$ cat src/rtl/alu_exec_stage_if.sv
// Bundle of the request, ALU-drive, result and flag signals of the execute stage.
// The stage itself connects through the slave modport; its environment uses master.
interface alu_exec_stage_if #(
  parameter int N  = 4,
  parameter int TW = 3
);
  logic          in_valid;
  logic          in_ready;
  logic [N-1:0]  in_a;
  logic [N-1:0]  in_b;
  logic [3:0]    in_op;
  logic [TW-1:0] in_tag;
  logic          in_setf;

  logic [N-1:0]  alu_a;
  logic [N-1:0]  alu_b;
  logic [2:0]    alu_ctrl;
  logic          alu_cin;
  logic [N-1:0]  alu_f;
  logic          alu_cout;
  logic          alu_v;
  logic          alu_z;

  logic          out_valid;
  logic          out_ready;
  logic [N-1:0]  out_f;
  logic [TW-1:0] out_tag;

  logic [3:0]    flags;
  logic          flags_clr;

  modport slave (
    input  in_valid, in_a, in_b, in_op, in_tag, in_setf,
    output in_ready,
    output alu_a, alu_b, alu_ctrl, alu_cin,
    input  alu_f, alu_cout, alu_v, alu_z,
    output out_valid, out_f, out_tag,
    input  out_ready,
    output flags,
    input  flags_clr
  );

  modport master (
    output in_valid, in_a, in_b, in_op, in_tag, in_setf,
    input  in_ready,
    input  alu_a, alu_b, alu_ctrl, alu_cin,
    output alu_f, alu_cout, alu_v, alu_z,
    input  out_valid, out_f, out_tag,
    output out_ready,
    input  flags,
    output flags_clr
  );
endinterface

$ cat src/rtl/alu_exec_stage.sv
// Registered execute stage around an external combinational ALU: latches a request,
// lets the ALU settle for one cycle, then offers the result and updates {N,Z,C,V}.
module alu_exec_stage #(
  parameter int N  = 4,
  parameter int TW = 3
) (
  input  logic            clk,
  input  logic            rst,
  alu_exec_stage_if.slave bus
);
  typedef enum logic [1:0] {S_IDLE, S_EXEC, S_DONE} state_t;

  state_t        r_state;
  logic [N-1:0]  r_a;
  logic [N-1:0]  r_b;
  logic [2:0]    r_ctrl;
  logic          r_cin;
  logic [TW-1:0] r_tag;
  logic          r_setf;
  logic [N-1:0]  r_f;
  logic [TW-1:0] r_out_tag;
  logic          r_out_valid;
  logic [3:0]    r_flags;

  logic          w_in_ready;
  logic          w_accept;

  // DONE passes writeback's ready straight through so a new op can enter on the
  // same edge the current result leaves.
  assign w_in_ready = (r_state == S_IDLE) || ((r_state == S_DONE) && bus.out_ready);
  assign w_accept   = bus.in_valid && w_in_ready;

  always_ff @(posedge clk) begin
    if (rst) begin
      r_state     <= S_IDLE;
      r_a         <= '0;
      r_b         <= '0;
      r_ctrl      <= '0;
      r_cin       <= 1'b0;
      r_tag       <= '0;
      r_setf      <= 1'b0;
      r_f         <= '0;
      r_out_tag   <= '0;
      r_out_valid <= 1'b0;
      r_flags     <= 4'b0000;
    end else begin
      if (w_accept) begin
        r_a    <= bus.in_a;
        r_b    <= bus.in_b;
        r_ctrl <= bus.in_op[3:1];
        r_cin  <= bus.in_op[0];
        r_tag  <= bus.in_tag;
        r_setf <= bus.in_setf;
      end

      case (r_state)
        S_IDLE: begin
          if (bus.in_valid) begin
            r_state <= S_EXEC;
          end
        end
        S_EXEC: begin
          r_f         <= bus.alu_f;
          r_out_tag   <= r_tag;
          r_out_valid <= 1'b1;
          if (r_setf) begin
            r_flags <= {bus.alu_f[N-1], bus.alu_z, bus.alu_cout, bus.alu_v};
          end
          r_state <= S_DONE;
        end
        S_DONE: begin
          if (bus.out_ready) begin
            r_out_valid <= 1'b0;
            r_state     <= bus.in_valid ? S_EXEC : S_IDLE;
          end
        end
        default: begin
          r_state     <= S_IDLE;
          r_out_valid <= 1'b0;
        end
      endcase

      // Placed last so a clear overrides a simultaneous flag capture.
      if (bus.flags_clr) begin
        r_flags <= 4'b0000;
      end
    end
  end

  assign bus.in_ready  = w_in_ready;
  assign bus.alu_a     = r_a;
  assign bus.alu_b     = r_b;
  assign bus.alu_ctrl  = r_ctrl;
  assign bus.alu_cin   = r_cin;
  assign bus.out_valid = r_out_valid;
  assign bus.out_f     = r_f;
  assign bus.out_tag   = r_out_tag;
  assign bus.flags     = r_flags;
endmodule
$ cat src/flat_wrapper.sv
// flat-port wrapper written by rule: the top's interface ports become plain ports
module alu_exec_stage_flat 
#(
  parameter int N  = 4,
  parameter int TW = 3
)
  (clk, rst, bus_in_valid, bus_in_a, bus_in_b, bus_in_op, bus_in_tag, bus_in_setf, bus_in_ready, bus_alu_a, bus_alu_b, bus_alu_ctrl, bus_alu_cin, bus_alu_f, bus_alu_cout, bus_alu_v, bus_alu_z, bus_out_valid, bus_out_f, bus_out_tag, bus_out_ready, bus_flags, bus_flags_clr);
  alu_exec_stage_if #(.N(N), .TW(TW)) bus_i ();
  input  logic clk;
  input  logic rst;
  input wire logic [$bits(bus_i.in_valid)-1:0] bus_in_valid;
  input wire logic [$bits(bus_i.in_a)-1:0] bus_in_a;
  input wire logic [$bits(bus_i.in_b)-1:0] bus_in_b;
  input wire logic [$bits(bus_i.in_op)-1:0] bus_in_op;
  input wire logic [$bits(bus_i.in_tag)-1:0] bus_in_tag;
  input wire logic [$bits(bus_i.in_setf)-1:0] bus_in_setf;
  output wire logic [$bits(bus_i.in_ready)-1:0] bus_in_ready;
  output wire logic [$bits(bus_i.alu_a)-1:0] bus_alu_a;
  output wire logic [$bits(bus_i.alu_b)-1:0] bus_alu_b;
  output wire logic [$bits(bus_i.alu_ctrl)-1:0] bus_alu_ctrl;
  output wire logic [$bits(bus_i.alu_cin)-1:0] bus_alu_cin;
  input wire logic [$bits(bus_i.alu_f)-1:0] bus_alu_f;
  input wire logic [$bits(bus_i.alu_cout)-1:0] bus_alu_cout;
  input wire logic [$bits(bus_i.alu_v)-1:0] bus_alu_v;
  input wire logic [$bits(bus_i.alu_z)-1:0] bus_alu_z;
  output wire logic [$bits(bus_i.out_valid)-1:0] bus_out_valid;
  output wire logic [$bits(bus_i.out_f)-1:0] bus_out_f;
  output wire logic [$bits(bus_i.out_tag)-1:0] bus_out_tag;
  input wire logic [$bits(bus_i.out_ready)-1:0] bus_out_ready;
  output wire logic [$bits(bus_i.flags)-1:0] bus_flags;
  input wire logic [$bits(bus_i.flags_clr)-1:0] bus_flags_clr;
  assign bus_i.in_valid = bus_in_valid;
  assign bus_i.in_a = bus_in_a;
  assign bus_i.in_b = bus_in_b;
  assign bus_i.in_op = bus_in_op;
  assign bus_i.in_tag = bus_in_tag;
  assign bus_i.in_setf = bus_in_setf;
  assign bus_in_ready = bus_i.in_ready;
  assign bus_alu_a = bus_i.alu_a;
  assign bus_alu_b = bus_i.alu_b;
  assign bus_alu_ctrl = bus_i.alu_ctrl;
  assign bus_alu_cin = bus_i.alu_cin;
  assign bus_i.alu_f = bus_alu_f;
  assign bus_i.alu_cout = bus_alu_cout;
  assign bus_i.alu_v = bus_alu_v;
  assign bus_i.alu_z = bus_alu_z;
  assign bus_out_valid = bus_i.out_valid;
  assign bus_out_f = bus_i.out_f;
  assign bus_out_tag = bus_i.out_tag;
  assign bus_i.out_ready = bus_out_ready;
  assign bus_flags = bus_i.flags;
  assign bus_i.flags_clr = bus_flags_clr;
  alu_exec_stage #(.N(N), .TW(TW)) u_core (.clk(clk), .rst(rst), .bus(bus_i));
endmodule
$ cat config.mk
export PLATFORM = sky130hd
export DESIGN_NAME = alu_exec_stage_flat
export DESIGN_NICKNAME = d
export VERILOG_FILES = /design/src/rtl/alu_exec_stage_if.sv /design/src/rtl/alu_exec_stage.sv /design/src/flat_wrapper.sv
export SDC_FILE = /design/constraint.sdc
export NUM_CORES = 1
export LEC_CHECK = 0
export BUFFER_PORTS_ARGS = -buffer_cell sky130_fd_sc_hd__buf_4
export CORE_AREA = 4 4 62 64
export DETAILED_ROUTE_END_ITERATION = 8
export DIE_AREA = 0 0 66 68
export GPL_ROUTABILITY_DRIVEN = 0
export MAX_ROUTING_LAYER = met4
export PLACE_DENSITY_LB_ADDON = 0.25
export SLEW_MARGIN = 20
export SYNTH_ARGS = -nofsm -noshare
export SYNTH_HDL_FRONTEND = slang
export SYNTH_SLANG_ARGS = --single-unit
$ cat constraint.sdc
create_clock -name clk -period 1.2 [get_ports clk]
set_clock_uncertainty 0.1 [all_clocks]
set_input_delay 0.24 -clock clk [delete_from_list [all_inputs] [get_ports clk]]
set_output_delay 0.24 -clock clk [all_outputs]
set_load 0.005 [all_outputs]
==> results of run 1 <==
==> registers in the layout (all words and copies together), names as in the netlist <==
signal,cells
u_core.bus.alu_a,4
u_core.bus.alu_b,4
u_core.bus.alu_cin,1
u_core.bus.alu_ctrl,3
u_core.bus.flags,4
u_core.bus.out_f,4
u_core.bus.out_tag,3
u_core.bus.out_valid,1
u_core.r_setf,1
u_core.r_state,2
u_core.r_tag,3
==> where the power goes <==
part | internal (mW) | switching [mW]
registers | 1.05 | 0.0304
logic | 0.222 | 0.139
clock network | 0.263 | 0.300
==> through the flow <==
| step | cell area [µm²] | hold slack (ns) | cells | TNS (ns) | total power, mW |
|---|---|---|---|---|---|
| after floorplan | 1265 | 0.2168 | 128 | -0.1726 | 1.263 |
| after global placement | 1673 | 0.3364 | 220 | -0.01516 | 1.403 |
| after detailed placement | 1673 | 0.3372 | 220 | -0.3742 | 1.413 |
| after CTS | 1789 | 0.05833 | 231 | -1.829 | 2.014 |
| after global routing | 1859 | 0.06099 | 232 | -3.343 | 2.120 |
| final | 1859 | 0.07759 | 232 | -1.622 | 2.002 |
==> cell families after synthesis <==
kind of cell | count (synthesis)
AND/OR/NAND/NOR | 60
AO/OA/AOI/OAI | 9
buffers and inverters | 9
flip-flops | 30
multiplexers | 20
==> worst max-delay path: cells and delay by family, from the launching register on <==
kind / cells / cell delay, ns
simple gates: 1 / 0.10
buf+inv: 2 / 0.25
flops: 1 / 0.35
==> layout make-up <==
cell class | instances | area share
repair buffers | 61 | 0.2618
well taps | 46 | 0.03096
flip-flops and latches | 30 | 0.3257
clock buffers | 6 | 0.02759
multi-input cells | 89 | 0.3540
==> final timing paths <==
| check | slack (ns) | to | cells after the start | from |
|---|---|---|---|---|
| max | -0.15 | bus_in_ready | 3 | u_core.r_state[0]$_SDFFE_PP0P_ |
| min | 0.08 | u_core.bus.out_f[1]$_SDFFE_PP0P_ | 3 | bus_alu_f[1] |
| max reg2reg | -0.12 | u_core.bus.alu_ctrl[2]$_SDFFE_PP0P_ | 4 | u_core.r_state[0]$_SDFFE_PP0P_ |
| min reg2reg | 0.36 | u_core.bus.out_f[0]$_SDFFE_PP0P_ | 2 | u_core.bus.out_f[0]$_SDFFE_PP0P_ |
==> layout by cell type (no fill, tap or decap) <==
master,instances
buf_6,7
dlygate4sd3_1,1
dfxtp_2,1
clkbuf_8,1
nor3_1,5
and2b_4,1
dfxtp_1,28
a21oi_1,2
buf_4,53
nor2b_1,1
nand2_1,7
a21oi_2,6
o21a_1,1
nand2b_1,32
mux2i_1,20
nand2_2,7
clkbuf_4,5
dfxtp_4,1
nand2b_4,1
or2b_1,1
nor2_1,1
nor3b_4,1
nor2b_4,1
nor2_4,1
nand3b_1,1
==> layer usage <==
layer / up-vias / global-route usage
met2: 38 / 0.2491
met1: 480 / 0.1361
met5: - / -
met3: 7 / 0.04598
li1: 531 / -
met4: 0 / 0.06091
==> timing repair <==
item / CTS / global route
setup buffers: 3 / 1
hold endpoints to repair: 4 / 0
hold buffers: 1 / 0
setup endpoints to repair: 20 / 29
gates cloned: 1 / 0
resized for setup: 10 / 19
pin swaps: 3 / 8
==> flow_summary.ini, run 1 <==
[sta]
slew_viol_final = 0
period_minus_slack_ns = 1.350
max_freq_mhz = 740.5
worst_pin_slew_ns = 0.3696
hold_violations = 0
relSlewSlack = 0.7536
timing.final.crit_share = 1.125
rsz0062_at_grt = yes
setup_violations = 28
worst_slack_ns = -0.1505

[place]
pre_cts_ws_ns = -0.04990
place.port_buffers = 52
hpwlAfterDp_mm = 1.996

[logic_synthesis]
synth_area_leader_cell = dfxtp_1
syn-mean-instance-area_um2 = 9.843
ys_ff_latch = 30
synth-async-reset-ratio = 0
synth-simple-area-share = 0.2751
synth_compound_area_frac = 0.03774
synth_fa_ha_area_frac = 0
synthTopCellsByArea = dfxtp_1 (48%), nand2b_1 (16%), mux2i_1 (16%)
yosysSeqAreaShare = 0.4767
synthXorXnorAreaFrac = 0
yosysUniqueCellTypes = 19
yosys-top-cells-count = nand2b_1 (33), dfxtp_1 (30), mux2i_1 (20), nand2_1 (14), a21oi_1 (8)
synth_top_family_by_area = simple AND/OR/NAND/NOR gates
muxShareOfSynthArea = 0.1589
synth_flop_cell = dfxtp_1
synth_most_common_cell = nand2b_1
yosysWarningCount = 0
synth_area_mm2 = 0.001260
synth_edf_count = 0
postSynthCellCount = 128
syn-num-nets = 156
yosysTopAreaCellShare = 0.4767

[critical_path]
slowest_delay_ns = 0.35
worstPathCellList = buf_4, nor2_4, buf_6
cp-start-kind = register
cp.required_ns = 0.86
slowest_stage = dfxtp_4
path_max_fanout = 4
critical_path_class = register to primary output
arrival_ns = 1.01
end_kind = primary output

[cts]
cts_buffers = 5
cts_buffer_depth = 2
cts_tree = done
clkSinkCount = 30
cts_max_level = 2
clk_latency_ns = 0.31
clk_pin_slew_worst_paths_ns = 0.08
cts_root_buf = clkbuf_4

[power_and_ir_drop]
ir_drop_mv = 0.5435
power.leakage_nw = 0.8280
powerDensity_mw_per_mm2 = 1077

[job]
max-cap-violations = 0

[grt]
antenna_found_initial = 0
grt_max_degree = 47
grt_usage = 0.1382
grt_first_pass_wirelength_mm = 4.574
grt_pass1_vias = 1093
grt.overflow.total = 0

[routing]
highest_layer = met4
drt-met1-wl_mm = 1.096
totalWireLength_mm = 2.812
met3WireLength_um = 221
wl_per_cell_um = 12.12
drt-pass1-iter-count = 3
ant_nets = 0
vias = 1056
via_per_inst = 4.552
wl_met2_mm = 1.444
dr.first_iter.drc_count = 47
drc = 0

[run_status]
status = finished, violations left
violations = negative setup slack

[finish]
layout-drive-gt1-share = 0.4624
multi_input_area_um2 = 658.1
final_nets = 215
area_delta_synth_final_pct = 47.57
nFillCells = 323
n_antenna_cell = 0
final_util = 0.5661
seq_area_um2 = 605.6

[floorplan]
die_y_um = 68
initial_core_util = 0.3836
row_count = 21
dieArea_mm2 = 0.004488
die_w_um = 66
core_mm2 = 0.003284
num_io_pins = 53

[min_path]
hp-class = input port to register
(Power assumes the default switching activity.)
==> run 2, diff against run 1 <==
Settings changed: CELL_PAD_IN_SITES_DETAIL_PLACEMENT set to 0, CELL_PAD_IN_SITES_GLOBAL_PLACEMENT set to 1, CORE_AREA 4 4 62 64 to 4 4 69 71, DIE_AREA 0 0 66 68 to 0 0 73 75.
==> run 2 against run 1 <==
  * The flow still finishes with violations (negative setup slack)
  * Total power grew 8.4%
  * Via count shrank 4.8%
  * Sequential power is essentially flat
  * First-iteration DRC count grew 2.1%
  * Clock-buffer cell count grew 1
  * Cell area grew 1.1%
==> flow_summary.ini, run 2 (synthesis gave the netlist of run 1 again) <==
[cts]
cts_tree = done
cts_buffer_depth = 2
clk_pin_slew_worst_paths_ns = 0.06
clkSinkCount = 30
cts_hold_buf = 0
cts_max_level = 2
cts_root_buf = clkbuf_8
clk_latency_ns = 0.26
cts_buffers = 5

[run_status]
violations = negative setup slack
status = finished, violations left

[finish]
final_util = 0.4439
nFillCells = 399
n_antenna_cell = 0
multi_input_area_um2 = 625.6
final_nets = 214
final_cell_mix = buf_4 (54), nand2b_1 (33), dfxtp_1 (28)
layout-drive-gt1-share = 0.3925
final_common_cell = buf_4
area_delta_synth_final_pct = 49.16
seq_area_um2 = 603.1

[grt]
grt_usage = 0.1150
grt_max_degree = 47
grt_pass1_vias = 1037
grt_first_pass_wirelength_mm = 4.602
grt.overflow.total = 0
antenna_found_initial = 0

[power_and_ir_drop]
powerDensity_mw_per_mm2 = 1155
ir_drop_mv = 0.5546
power.leakage_nw = 0.8391

[routing]
drc = 0
via_per_inst = 4.223
totalWireLength_mm = 2.883
wl_per_cell_um = 12.11
ant_nets = 0
drt-pass1-iter-count = 4
vias = 1005
dr.first_iter.drc_count = 48

[sta]
slew_viol_final = 0
max_freq_mhz = 736.4
relSlewSlack = 0.7649
holdWs_ns = 0.05850
rsz0062_at_grt = yes
worst_slack_ns = -0.1580
tns_ns = -1.562
timing.final.crit_share = 1.132
setup_violations = 23
worst_pin_slew_ns = 0.3527
period_minus_slack_ns = 1.358
hold_violations = 0

[place]
pre_cts_ws_ns = -0.06441
place.port_buffers = 52
hpwlAfterDp_mm = 2.065

[critical_path]
r2r_start = u_core.r_state[1]$_SDFFE_PP0P_
r2r_setup_slack_ns = -0.10
path_max_fanout = 2
r2r_cells = 5
cp-start-kind = register
arrival_ns = 1.02
end_kind = primary output
endpoint = bus_in_ready
critical_path_class = register to primary output
startpoint = u_core.r_state[1]$_SDFFE_PP0P_
reg2reg_to = u_core.bus.alu_b[3]$_SDFFE_PP0P_
cp.required_ns = 0.86

[job]
max-cap-violations = 0

[floorplan]
row_count = 24
num_io_pins = 53
die_w_um = 73
die_y_um = 75
core_mm2 = 0.004234
dieArea_mm2 = 0.005475
initial_core_util = 0.2976

[min_path]
hp-class = input port to register
-- run 2: changes by cell type in the layout (fill, tap and decap cells not counted), sizes merged --
cell	before	now
buf	60	58
clkbuf	6	9
dlygate4sd3	1	0
-- run 2: per-stage QoR --
step | std cells | area (µm²) | total power, mW
3_5_place_dp | 226 | 1693 | 1.422
2_1_floorplan | 128 | 1265 | 1.263
6_report | 238 | 1879 | 2.170
4_1_cts | 235 | 1792 | 2.167
5_1_grt | 238 | 1879 | 2.290
3_3_place_gp | 226 | 1693 | 1.412
-- run 2: worst max-delay path, cell delays in order (launching register included) --
cell and delay (ns):
dfxtp_2 0.33, nor2b_4 0.17, buf_6 0.12, nor2_4 0.03
buf_6 0.10
-- run 2: worst min path at each step --
stage | startpoint | to | slack (ns) | depth (start not counted)
after global routing | bus_flags_clr | u_core.bus.flags[3]$_SDFFE_PP0P_ | 0.05 | 2
after global placement | bus_flags_clr | u_core.bus.flags[3]$_SDFFE_PP0P_ | 0.34 | 2
final | bus_flags_clr | u_core.bus.flags[3]$_SDFFE_PP0P_ | 0.06 | 2
after detailed placement | bus_flags_clr | u_core.bus.flags[3]$_SDFFE_PP0P_ | 0.34 | 2
after floorplan | bus_flags_clr | u_core.bus.flags[0]$_SDFFE_PP0P_ | 0.22 | 1
after CTS | bus_flags_clr | u_core.bus.flags[3]$_SDFFE_PP0P_ | 0.05 | 2
-- run 2: layout make-up --
cell class | instances | area share
Clock buffer | 7 | 0.04061
Timing Repair Buffer | 60 | 0.2710
Multi-Input combinational cell | 89 | 0.3329
Sequential cell | 30 | 0.3209
Tap cell | 52 | 0.03462
-- run 2: per-layer routing --
metal  up-vias  part of all wire  track usage  routed length, µm
li1        531                 -            -                  -
met1       447              0.42       0.1207               1215
met2        25              0.51       0.1946               1481
met3         2             0.057      0.04139                164
met4         0            0.0073      0.04918                 21
met5         -                 0            -                  0
-- run 2: report_power, final --
group | switching (mW) | internal, mW | leakage [nW]
Sequential | 0.0308 | 1.05 | 0.246
Combinational | 0.136 | 0.233 | 0.555
Clock | 0.321 | 0.398 | 0.0383
-- run 2: timing repair --
item	4_1_cts	5_1_grt
setup buffers	2	1
setup endpoints to repair	21	29
pin swaps	1	1
resized for setup	3	7
cloned	0	2
==> run 3, diff against run 2 <==
Settings changed: BUFFER_PORTS_ARGS -buffer_cell sky130_fd_sc_hd__buf_4 to unset, CORE_AREA 4 4 69 71 to 4 4 62 64, DIE_AREA 0 0 73 75 to 0 0 66 68, DONT_BUFFER_PORTS set to 1.
==> run 3 against run 2 <==
  * The flow finishes with violations (negative hold slack, negative setup slack)
  * Critical path depth is the same
  * Wire length decreased by 10%
  * Non-clock buffer count down 39
  * Sequential power barely moved
  * Via count down 10%
  * Cell area shrank 19%
  * Worst setup slack improved by 0.11 ns
  * Worst hold slack worse by 0.17 ns
  * First-iteration DRC count down 77%
  * Sequential cell count unchanged
  * Total power is 16% lower
==> flow_summary.ini, run 3 (synthesis gave the netlist of run 1 again) <==
[min_path]
hp-class = input port to register

[routing]
dr.first_iter.drc_count = 11
wl_per_cell_um = 13.43
via_per_inst = 4.674
ant_nets = 0
totalWireLength_mm = 2.592
drc = 0
vias = 902
drt-pass1-iter-count = 2

[sta]
hold_violations = 14
slew_viol_final = 0
holdWs_ns = -0.1134
relSlewSlack = 0.8004
period_minus_slack_ns = 1.248
tns_ns = -0.3837
setup_violations = 17
worst_pin_slew_ns = 0.2994
worst_slack_ns = -0.04786
max_freq_mhz = 801.4
rsz0062_at_grt = yes
timing.final.crit_share = 1.040

[power_and_ir_drop]
sw_frac_of_total = 0.2344
ir_drop_mv = 0.6235
pwr-share-comb = 0.115
powerDensity_mw_per_mm2 = 1198
clockPowerShare = 0.289
power.leakage_nw = 0.5962
seqPwrFrac = 0.596
switchingPower_mw = 0.4288
p_int_mw = 1.401

[cts]
cts_hold_buf = 17
clk_latency_ns = 0.31
cts_tree = done
cts_buffer_depth = 2
clk_pin_slew_worst_paths_ns = 0.09
cts_max_level = 2
cts_buffers = 5
cts_root_buf = clkbuf_4
clkSinkCount = 30

[critical_path]
path_max_fanout = 17
cp.required_ns = 1.34
arrival_ns = 1.38
cp-start-kind = register
end_kind = register
r2r_setup_slack_ns = -0.05
critical_path_class = register to register

[finish]
area_delta_synth_final_pct = 21.15
final_nets = 175
n_antenna_cell = 0
seq_area_um2 = 603.1
layout-drive-gt1-share = 0.1020
final_cell_mix = nand2b_1 (33), dfxtp_1 (28), mux2i_1 (20)
nFillCells = 339
multi_input_area_um2 = 604.3
fin_cells = 193
final_common_cell = nand2b_1

[floorplan]
die_y_um = 68
dieArea_mm2 = 0.004488
die_w_um = 66
initial_core_util = 0.3836
num_io_pins = 53
row_count = 21
core_mm2 = 0.003284

[grt]
grt_first_pass_wirelength_mm = 4.305
antenna_found_initial = 0
grt_max_degree = 47
grt_usage = 0.1337
grt.overflow.total = 0
grt_pass1_vias = 955

[place]
pre_cts_ws_ns = -0.04309
placed_cells = 168
hpwlAfterDp_mm = 1.745
place.port_buffers = 0

[job]
max-cap-violations = 0

[run_status]
violations = negative hold slack, negative setup slack
status = finished, violations left
-- run 3: power by group through the flow --
stage	registers, mW	clock network, mW	logic (mW)
4_1_cts	1.09	0.557	0.210
2_1_floorplan	1.10	0	0.163
3_3_place_gp	1.11	0	0.157
6_report	1.09	0.530	0.210
3_5_place_dp	1.11	0	0.162
5_1_grt	1.10	0.603	0.234
-- run 3: per-layer routing --
layer | part of all wire | GRT usage | up-vias
li1 | - | - | 454
met1 | 0.40 | 0.1456 | 411
met2 | 0.51 | 0.2115 | 30
met3 | 0.071 | 0.04926 | 7
met4 | 0.021 | 0.07614 | 0
met5 | 0 | - | -
-- run 3: layout make-up --
cell class | count | share of cell area
Clock buffer | 7 | 0.02951
Multi-Input combinational cell | 89 | 0.3959
Sequential cell | 30 | 0.3951
Tap cell | 46 | 0.03771
Timing Repair Buffer | 21 | 0.1418
-- run 3: repair_timing --
action                     in CTS  in global routing
pin swaps                       1                  0
setup buffers                   1                  0
setup endpoints to repair      21                 29
hold endpoints to repair       30                 18
gates resized for setup         2                  2
-- run 3: worst paths after layout --
path | start | to | cells past startpoint
setup / recovery | u_core.r_state[1]$_SDFFE_PP0P_ | u_core.bus.alu_ctrl[0]$_SDFFE_PP0P_ | 4
hold / removal | rst | u_core.bus.out_f[0]$_SDFFE_PP0P_ | 1
setup reg to reg | u_core.r_state[1]$_SDFFE_PP0P_ | u_core.bus.alu_ctrl[0]$_SDFFE_PP0P_ | 4
hold reg to reg | u_core.r_tag[1]$_SDFFE_PP0P_ | u_core.bus.out_tag[1]$_SDFFE_PP0P_ | 2
-- run 3: worst max-delay path, stage by stage, from the launching register on --
cell	delay [ns]
dfxtp_2	0.33
nor2b_4	0.13
nor3b_4	0.21
buf_12	0.20
mux2i_1	0.20
-- run 3: through the flow --
stage	cell area [µm²]	power (mW)	util
4_1_cts	1521	1.860	0.4632
6_report	1526	1.829	0.4648
3_5_place_dp	1295	1.276	0.3943
3_3_place_gp	1295	1.270	0.3943
2_1_floorplan	1265	1.263	-
5_1_grt	1526	1.934	0.4648
